## src/rtl/mam_req_ctrl.sv

```systemverilog
// MAM request front-end: parses 16-bit debug flits into Wishbone master req/write beats and serialises read beats.
// Optional write acknowledge flit enabled by defining MAM_REQ_CTRL_WRACK_EN.
module mam_req_ctrl #(
  parameter int DATA_WIDTH = 16,
  parameter int ADDR_WIDTH = 32
) (
  input  logic                    CLK_I,
  input  logic                    RST_N_I,
  input  logic                    in_valid,
  input  logic [15:0]             in_data,
  output logic                    in_ready,
  output logic                    out_valid,
  output logic [15:0]             out_data,
  input  logic                    out_ready,
  output logic                    req_valid,
  input  logic                    req_ready,
  output logic                    req_rw,
  output logic [ADDR_WIDTH-1:0]   req_addr,
  output logic                    req_burst,
  output logic [13:0]             req_beats,
  output logic                    write_valid,
  output logic [DATA_WIDTH-1:0]   write_data,
  output logic [DATA_WIDTH/8-1:0] write_strb,
  input  logic                    write_ready,
  input  logic                    read_valid,
  input  logic [DATA_WIDTH-1:0]   read_data,
  output logic                    read_ready
);

  localparam int AW = ADDR_WIDTH / 16;
  localparam int DW = DATA_WIDTH / 16;
  localparam int SW = DATA_WIDTH / 8;

  typedef enum logic [3:0] {
    ST_HDR,
    ST_ADDR,
    ST_STRB,
    ST_REQ,
    ST_WDATA,
    ST_WPUSH,
    ST_RDATA,
    ST_RSEND
`ifdef MAM_REQ_CTRL_WRACK_EN
    , ST_WACK
`endif
  } state_t;

  state_t state, next_state;

  logic [13:0]           cnt;
  logic [13:0]           rem;
  logic [13:0]           hdr_beats;
  logic [DATA_WIDTH-1:0] rd_shift;

  // Single accesses always move one word; a zero burst length still moves one.
  always_comb begin
    hdr_beats = in_data[13:0];
    if (!in_data[14] || (in_data[13:0] == 14'd0))
      hdr_beats = 14'd1;
  end

  always_ff @(posedge CLK_I) begin
    if (!RST_N_I)
      state <= ST_HDR;
    else
      state <= next_state;
  end

  always_comb begin
    next_state  = state;
    in_ready    = 1'b0;
    req_valid   = 1'b0;
    write_valid = 1'b0;
    read_ready  = 1'b0;
    out_valid   = 1'b0;
    case (state)
      ST_HDR: begin
        in_ready = 1'b1;
        if (in_valid) next_state = ST_ADDR;
      end
      ST_ADDR: begin
        in_ready = 1'b1;
        if (in_valid && (cnt == 14'd0))
          next_state = (req_rw && !req_burst) ? ST_STRB : ST_REQ;
      end
      ST_STRB: begin
        in_ready = 1'b1;
        if (in_valid) next_state = ST_REQ;
      end
      ST_REQ: begin
        req_valid = 1'b1;
        if (req_ready) next_state = req_rw ? ST_WDATA : ST_RDATA;
      end
      ST_WDATA: begin
        in_ready = 1'b1;
        if (in_valid && (cnt == 14'd0)) next_state = ST_WPUSH;
      end
      ST_WPUSH: begin
        write_valid = 1'b1;
        if (write_ready) begin
          if (rem == 14'd1)
`ifdef MAM_REQ_CTRL_WRACK_EN
            next_state = ST_WACK;
`else
            next_state = ST_HDR;
`endif
          else
            next_state = ST_WDATA;
        end
      end
      ST_RDATA: begin
        read_ready = 1'b1;
        if (read_valid) next_state = ST_RSEND;
      end
      ST_RSEND: begin
        out_valid = 1'b1;
        if (out_ready && (cnt == 14'd0))
          next_state = (rem == 14'd1) ? ST_HDR : ST_RDATA;
      end
`ifdef MAM_REQ_CTRL_WRACK_EN
      ST_WACK: begin
        out_valid = 1'b1;
        if (out_ready) next_state = ST_HDR;
      end
`endif
      default: next_state = ST_HDR;
    endcase
    // Handshake outputs must stay quiet while reset is held, even before it takes effect.
    if (!RST_N_I) begin
      in_ready    = 1'b0;
      req_valid   = 1'b0;
      write_valid = 1'b0;
      read_ready  = 1'b0;
      out_valid   = 1'b0;
    end
  end

  always_ff @(posedge CLK_I) begin
    if (!RST_N_I) begin
      req_rw     <= 1'b0;
      req_burst  <= 1'b0;
      req_beats  <= 14'd0;
      req_addr   <= '0;
      write_data <= '0;
      write_strb <= '1;
      rd_shift   <= '0;
      cnt        <= 14'd0;
      rem        <= 14'd0;
    end else begin
      case (state)
        ST_HDR: if (in_valid) begin
          req_rw     <= in_data[15];
          req_burst  <= in_data[14];
          req_beats  <= hdr_beats;
          write_strb <= '1;
          cnt        <= 14'(AW - 1);
        end
        ST_ADDR: if (in_valid) begin
          req_addr <= (req_addr << 16) | ADDR_WIDTH'(in_data);
          cnt      <= cnt - 14'd1;
        end
        ST_STRB: if (in_valid) write_strb <= in_data[SW-1:0];
        ST_REQ: if (req_ready) begin
          rem <= req_beats;
          cnt <= 14'(DW - 1);
        end
        ST_WDATA: if (in_valid) begin
          write_data <= (write_data << 16) | DATA_WIDTH'(in_data);
          cnt        <= cnt - 14'd1;
        end
        ST_WPUSH: if (write_ready) begin
          rem <= rem - 14'd1;
          cnt <= 14'(DW - 1);
        end
        ST_RDATA: if (read_valid) begin
          rd_shift <= read_data;
          cnt      <= 14'(DW - 1);
        end
        ST_RSEND: if (out_ready) begin
          rd_shift <= rd_shift << 16;
          if (cnt == 14'd0)
            rem <= rem - 14'd1;
          else
            cnt <= cnt - 14'd1;
        end
        default: ;
      endcase
    end
  end

`ifdef MAM_REQ_CTRL_WRACK_EN
  assign out_data = (state == ST_WACK) ? {2'b10, req_beats} : rd_shift[DATA_WIDTH-1 -: 16];
`else
  assign out_data = rd_shift[DATA_WIDTH-1 -: 16];
`endif

endmodule
```

## config.mk

```make
export PLATFORM = sky130hd
export DESIGN_NAME = mam_req_ctrl
export DESIGN_NICKNAME = d
export VERILOG_FILES = /design/src/rtl/mam_req_ctrl.sv
export SDC_FILE = /design/constraint.sdc
export NUM_CORES = 1
export LEC_CHECK = 0
export ABC_AREA = 1
export BUFFER_PORTS_ARGS = -buffer_cell sky130_fd_sc_hd__buf_4
export CAP_MARGIN = 20
export CORE_MARGIN = 2
export CORE_UTILIZATION = 54
export DETAILED_ROUTE_END_ITERATION = 7
export PLACE_DENSITY_LB_ADDON = 0.05
export SLEW_MARGIN = 25
export SYNTH_ARGS = -nofsm -noshare
export SYNTH_HDL_FRONTEND = slang
export SYNTH_SLANG_ARGS = --single-unit
```

## constraint.sdc

```tcl
create_clock -name CLK_I -period 2 [get_ports CLK_I]
set_input_delay 0.4 -clock CLK_I [delete_from_list [all_inputs] [get_ports CLK_I]]
set_output_delay 0.4 -clock CLK_I [all_outputs]
set_load 0.005 [all_outputs]
```

# Yosys cells after proc, flatten, opt, wreduce, memory -nomap -nowiden
# Index checks and enable logic that the tools add are counted.
[totals]
register_bits = 114
in_bits = 39
elab_cells = 99
[op_classes]
add_sub_neg = 2
n_eq_ne = 20
n_mux = 43
bitwise_logic = 1
n_reduce_logical = 23
[ops]
columns = ["operator", "count"]
rows = [
  ["two-way mux 14 bit", 12],
  ["one-hot mux 14 bit (6 select lines)", 1],
  ["one-hot mux 14 bit (3 select lines)", 1],
  ["two-way mux 16 bit", 2],
  ["two-way mux 4 bit", 8],
  ["OR 32 x 16 -> 32 bit", 1],
  ["one-hot mux 16 bit (2 select lines)", 1],
  ["one-hot mux 4 bit (8 select lines)", 1],
  ["logical NOT 14 bit", 2],
  ["subtractor 14 x 1 -> 14 bit, second input constant", 2],
  ["inequality test 2 bit, second input constant", 11],
  ["== test 4 x 3 -> 1 bit, second input constant", 4],
  ["AND reduction 8 bit", 2],
  ["== test 14 x 1 -> 1 bit, second input constant", 1],
  ["two-way mux 1 bit", 11],
  ["== test 4 x 2 -> 1 bit, second input constant", 2],
  ["two-way mux 2 bit", 3],
  ["two-way mux 3 bit", 2],
  ["AND reduction 2 bit", 3],
  ["AND reduction 3 bit", 2],
  ["nonzero test 6 bit", 1],
  ["AND reduction 5 bit", 1],
  ["== test 4 x 1 -> 1 bit, second input constant", 1],
  ["logical NOT 4 bit", 1],
  ["other kinds (9)", 13],
]

# Longest topological paths before layout
[logic_depth]
depth_word = 5
depth_mapped = 12

# Least setup slack after synthesis
# OpenSTA, ideal clock, no wires.
[synth_timing]
path_kind = "input -> output"
from = "in RST_N_I"
to = "out out_valid"
arrival_time_ns = 1.286
setup_slack_ns = 0.314
stages = 5
n_path_buf = 3
cell_sequence = "clkbuf_1 -> inv_1 -> clkbuf_1 -> buf_1 -> nor2_1"
[synth_via]
elab_chain_cells = 1
[synth_lines]
columns = ["element", "line_no", "text"]
rows = [
  ["start: declaration", "8", "input logic RST_N_I,"],
  ["two-way mux 1 bit", "129", "if (!RST_N_I) begin"],
  ["end: declaration", "12", "output logic out_valid,"],
]
# No other way between the ends.

# Worst setup path after layout
[layout_timing]
from = "reg state[0]"
to = "out req_valid"
[layout_via]
elab_chain_cells = 3
[layout_lines]
columns = ["element", "line_no", "text"]
rows = [
  ["start: declaration", "48", "state_t state, next_state;"],
  ["start signal: assignment", "66", "state <= next_state;"],
  ["== test 4 x 2 -> 1 bit", "76", "case (state)"],
  ["two-way mux 1 bit", "76", ""],
  ["two-way mux 1 bit", "129", ""],
  ["end: declaration", "15", "output logic req_valid,"],
]
# No other way between the ends.

==> results.yml <==
sta:
  relSlewSlack_pct: 63.3
  whs_ns: 0.146
  fin_worst_skew_ns: 0.00582
  fmax_mhz: 510
  worstMarginPinSlew_ns: 0.550
  finalCritPeriodShare_pct: 98.0
  drv_slew: 0
  setup_violations: 0
  setup_slack_ns: 0.0404
  hold_violations: 0
  totalNegativeSetupSlack_ns: 0
  fin_crit_ns: 1.96
  rsz0062_at_grt: "true"
finish:
  finalCoreUtilization_pct: 72.9
  final_area_sq_mm: 0.00719
  fin_cells: 1048
  fin_nets: 946
  multi_input_area_sq_mm: 0.00277
  synthToLayoutAreaGrowth_pct: 30.4
  regArea_sq_mm: 0.00227
  diodes: 0
  fill_cells: 805
  layout-drive-gt1-share_pct: 26.7
cts:
  cts_inserted_buffers: 17
  h-tree-depth: 4
  clock_latency_ns: 0.52
  cts_root_buf: "clkbuf_8"
  clock_sinks: 113
  clk_pin_slew_ns: 0.06
  cts_tree: "built"
  clock_path_buffers: 2
logic_synthesis:
  synth_top_area_share_pct: 41.0
  ys_types: 47
  yosysWarnings: 0
  synth_nets: 817
  yosys-top-cells-area: "dfxtp_1 41%, nand2_1 9.7%, nor2_1 9.3%"
  synth_seq_area_share_pct: 41.0
  ys_ff_latch: 113
  syn-cell-area_sq_mm: 0.00552
  avgSynthCellArea_sq_um: 7.12
  netlist_instances: 775
  yosys.area.top_type: "dfxtp_1"
worst_setup_path:
  setup.worst_path.end_class: "output port"
  critPathRequiredTime_ns: 1.60
  worstPathMaxFanout: 8
  rr_worst_depth: 11
  arrival_ns: 1.56
  r2r_end: "cnt[10]$_SDFFE_PN0P_"
  crit_type: "flop to output port"
  startpoint_type: "flop"
  r2r_slack_ns: 0.24
  reg2reg_from: "cnt[0]$_SDFFE_PN0P_"
routing:
  ant_nets: 0
  routedWlPerCell_microns: 14.5
  drc: 0
  dr.pass1.iters: 7
  vias_per_cell: 5.20
  routed_wl_microns: 15200
  route.vias.total: 5450
  drt_iter0_markers: 295
die:
  rows: 36
  core_sq_mm: 0.00986
  fp.dieArea_sq_mm: 0.0110
  initial_core_util_pct: 55.9
  die_height_microns: 105
  io-pin-count: 126
  die_x_microns: 105
power_and_ir_drop:
  vdd_drop_max_v: 0.000778
  p_per_area_mw_per_mm2: 1380
  leakage_nw: 3.36
  p_total_mw: 9.91
grt:
  grt_overflow_total: 0
  antenna_found_initial: 0
  grt_max_degree: 62
  grt_pass1_wl_microns: 24900
  grt_pass1_vias: 5288
  track_usage_pct: 28.0
place:
  pre_cts_slack_ns: 0.125
  dp_cells: 1010
  place_congestion: 0.900
  io_buffers: 125
  dpl_cell_area_sq_mm: 0.00652
  dp_hpwl_microns: 10600
min_path:
  worstHoldStart: "read_data[0]"
  min_delay_path_depth: 3
  hold_path_end: "out_data[0]$_SDFFE_PN0P_"
  hp-class: "input pin to flop"
outcome:
  status: "finished, final reports clean"
run:
  cap_violations: 0
final cells by class:
type	instances	share of cell area, %
Inverter	76	4.11
Timing Repair Buffer	148	15.6
Clock inverter	9	1.53
Sequential cell	113	31.6
Multi-Input combinational cell	548	38.6
Clock buffer	21	6.25
Tap cell	133	2.31
critical path, stage by stage (launching register included):
cell and delay, ns:
dfxtp_4 0.43, buf_4 0.14, nand2_2 0.05, nor2_4 0.11, inv_1 0.07, nor2_1 0.11, buf_4 0.13
synth_stat cells, drive strengths merged:
| master | number |
|---|---|
| nor3b | 1 |
| or2 | 1 |
| and2 | 2 |
| a2bb2oi | 1 |
| xor2 | 2 |
| inv | 76 |
| nand3 | 49 |
| clkbuf | 16 |
| buf | 22 |
| a21o | 1 |
| ha | 3 |
| o21a | 1 |
| nor3 | 2 |
| nand4 | 3 |
| nand3b | 3 |
| o211ai | 1 |
| nand2 | 160 |
| o21ai | 76 |
| nor2 | 150 |
| nor4 | 2 |
| o22ai | 4 |
| a31oi | 1 |
| xnor2 | 1 |
| o21bai | 1 |
| a21oi | 67 |
| a211oi | 16 |
| dfxtp | 113 |
repair_timing:
action / in CTS / in global routing
endpoints found under the setup margin: 5 / 4
hold buffers: 0 / 0
buffers inserted: 3 / 5
gates resized for setup: 11 / 3
pin swaps: 1 / 1
logic make-up (layout without fill, tap and decap cells):
family / count (synthesis) / after routing / share of synthesized area (%)
fa+ha+maj: 3 / 3 / 0.681
simple gates: 373 / 373 / 30.9
compound gates: 169 / 169 / 17.5
xor+xnor: 3 / 3 / 0.476
buf+inv: 114 / 254 / 9.35
flops: 113 / 113 / 41.0
flip-flops by register name, summed over array words and instances, names as in the netlist:
register,cells
state,3
req_addr,32
rem,14
write_strb,2
req_beats,14
cnt,14
out_data,16
req_burst,1
req_rw,1
write_data,16
worst max path at each step:
stage | start | end | depth (start not counted)
floorplan | RST_N_I | out_valid | 5
global placement | state[1]$_SDFFE_PN0P_ | in_ready | 5
detailed placement | state[1]$_SDFFE_PN0P_ | rem[9]$_SDFFE_PN0P_ | 10
CTS | state[0]$_SDFFE_PN0P_ | in_ready | 5
global route | state[1]$_SDFFE_PN0P_ | write_valid | 3
finish | state[0]$_SDFFE_PN0P_ | req_valid | 6
power breakdown:
group	internal (mW)	total (mW)	leakage, nW	switching (mW)
clock network	1.82	2.87	0.266	1.05
registers	2.67	3.07	0.921	0.405
logic	1.58	3.98	2.17	2.40
total	6.06	9.91	3.36	3.85
placed cells by master, fill, tap and decap left out, drive strengths merged, types with 3 or more instances in the layout:
master / synthesis / routed
nand3b: 3 / 3
clkbuf: 16 / 21
o22ai: 4 / 4
inv: 76 / 76
buf: 22 / 148
clkinvlp: 0 / 3
nand2: 160 / 160
ha: 3 / 3
o21ai: 76 / 76
clkinv: 0 / 4
dfxtp: 113 / 113
nand4: 3 / 3
nor2: 150 / 150
a21oi: 67 / 67
nand3: 49 / 49
a211oi: 16 / 16
metal layers:
metal / GRT usage, % / wire [microns] / vias to the layer above
met3: 9.67 / 1050 / 30
met4: 9.43 / 298 / 0
met5: 0 / 0 / -
met2: 46.1 / 7350 / 168
li1: - / - / 2762
met1: 34.2 / 6470 / 2490
(Power assumes the default switching activity.)
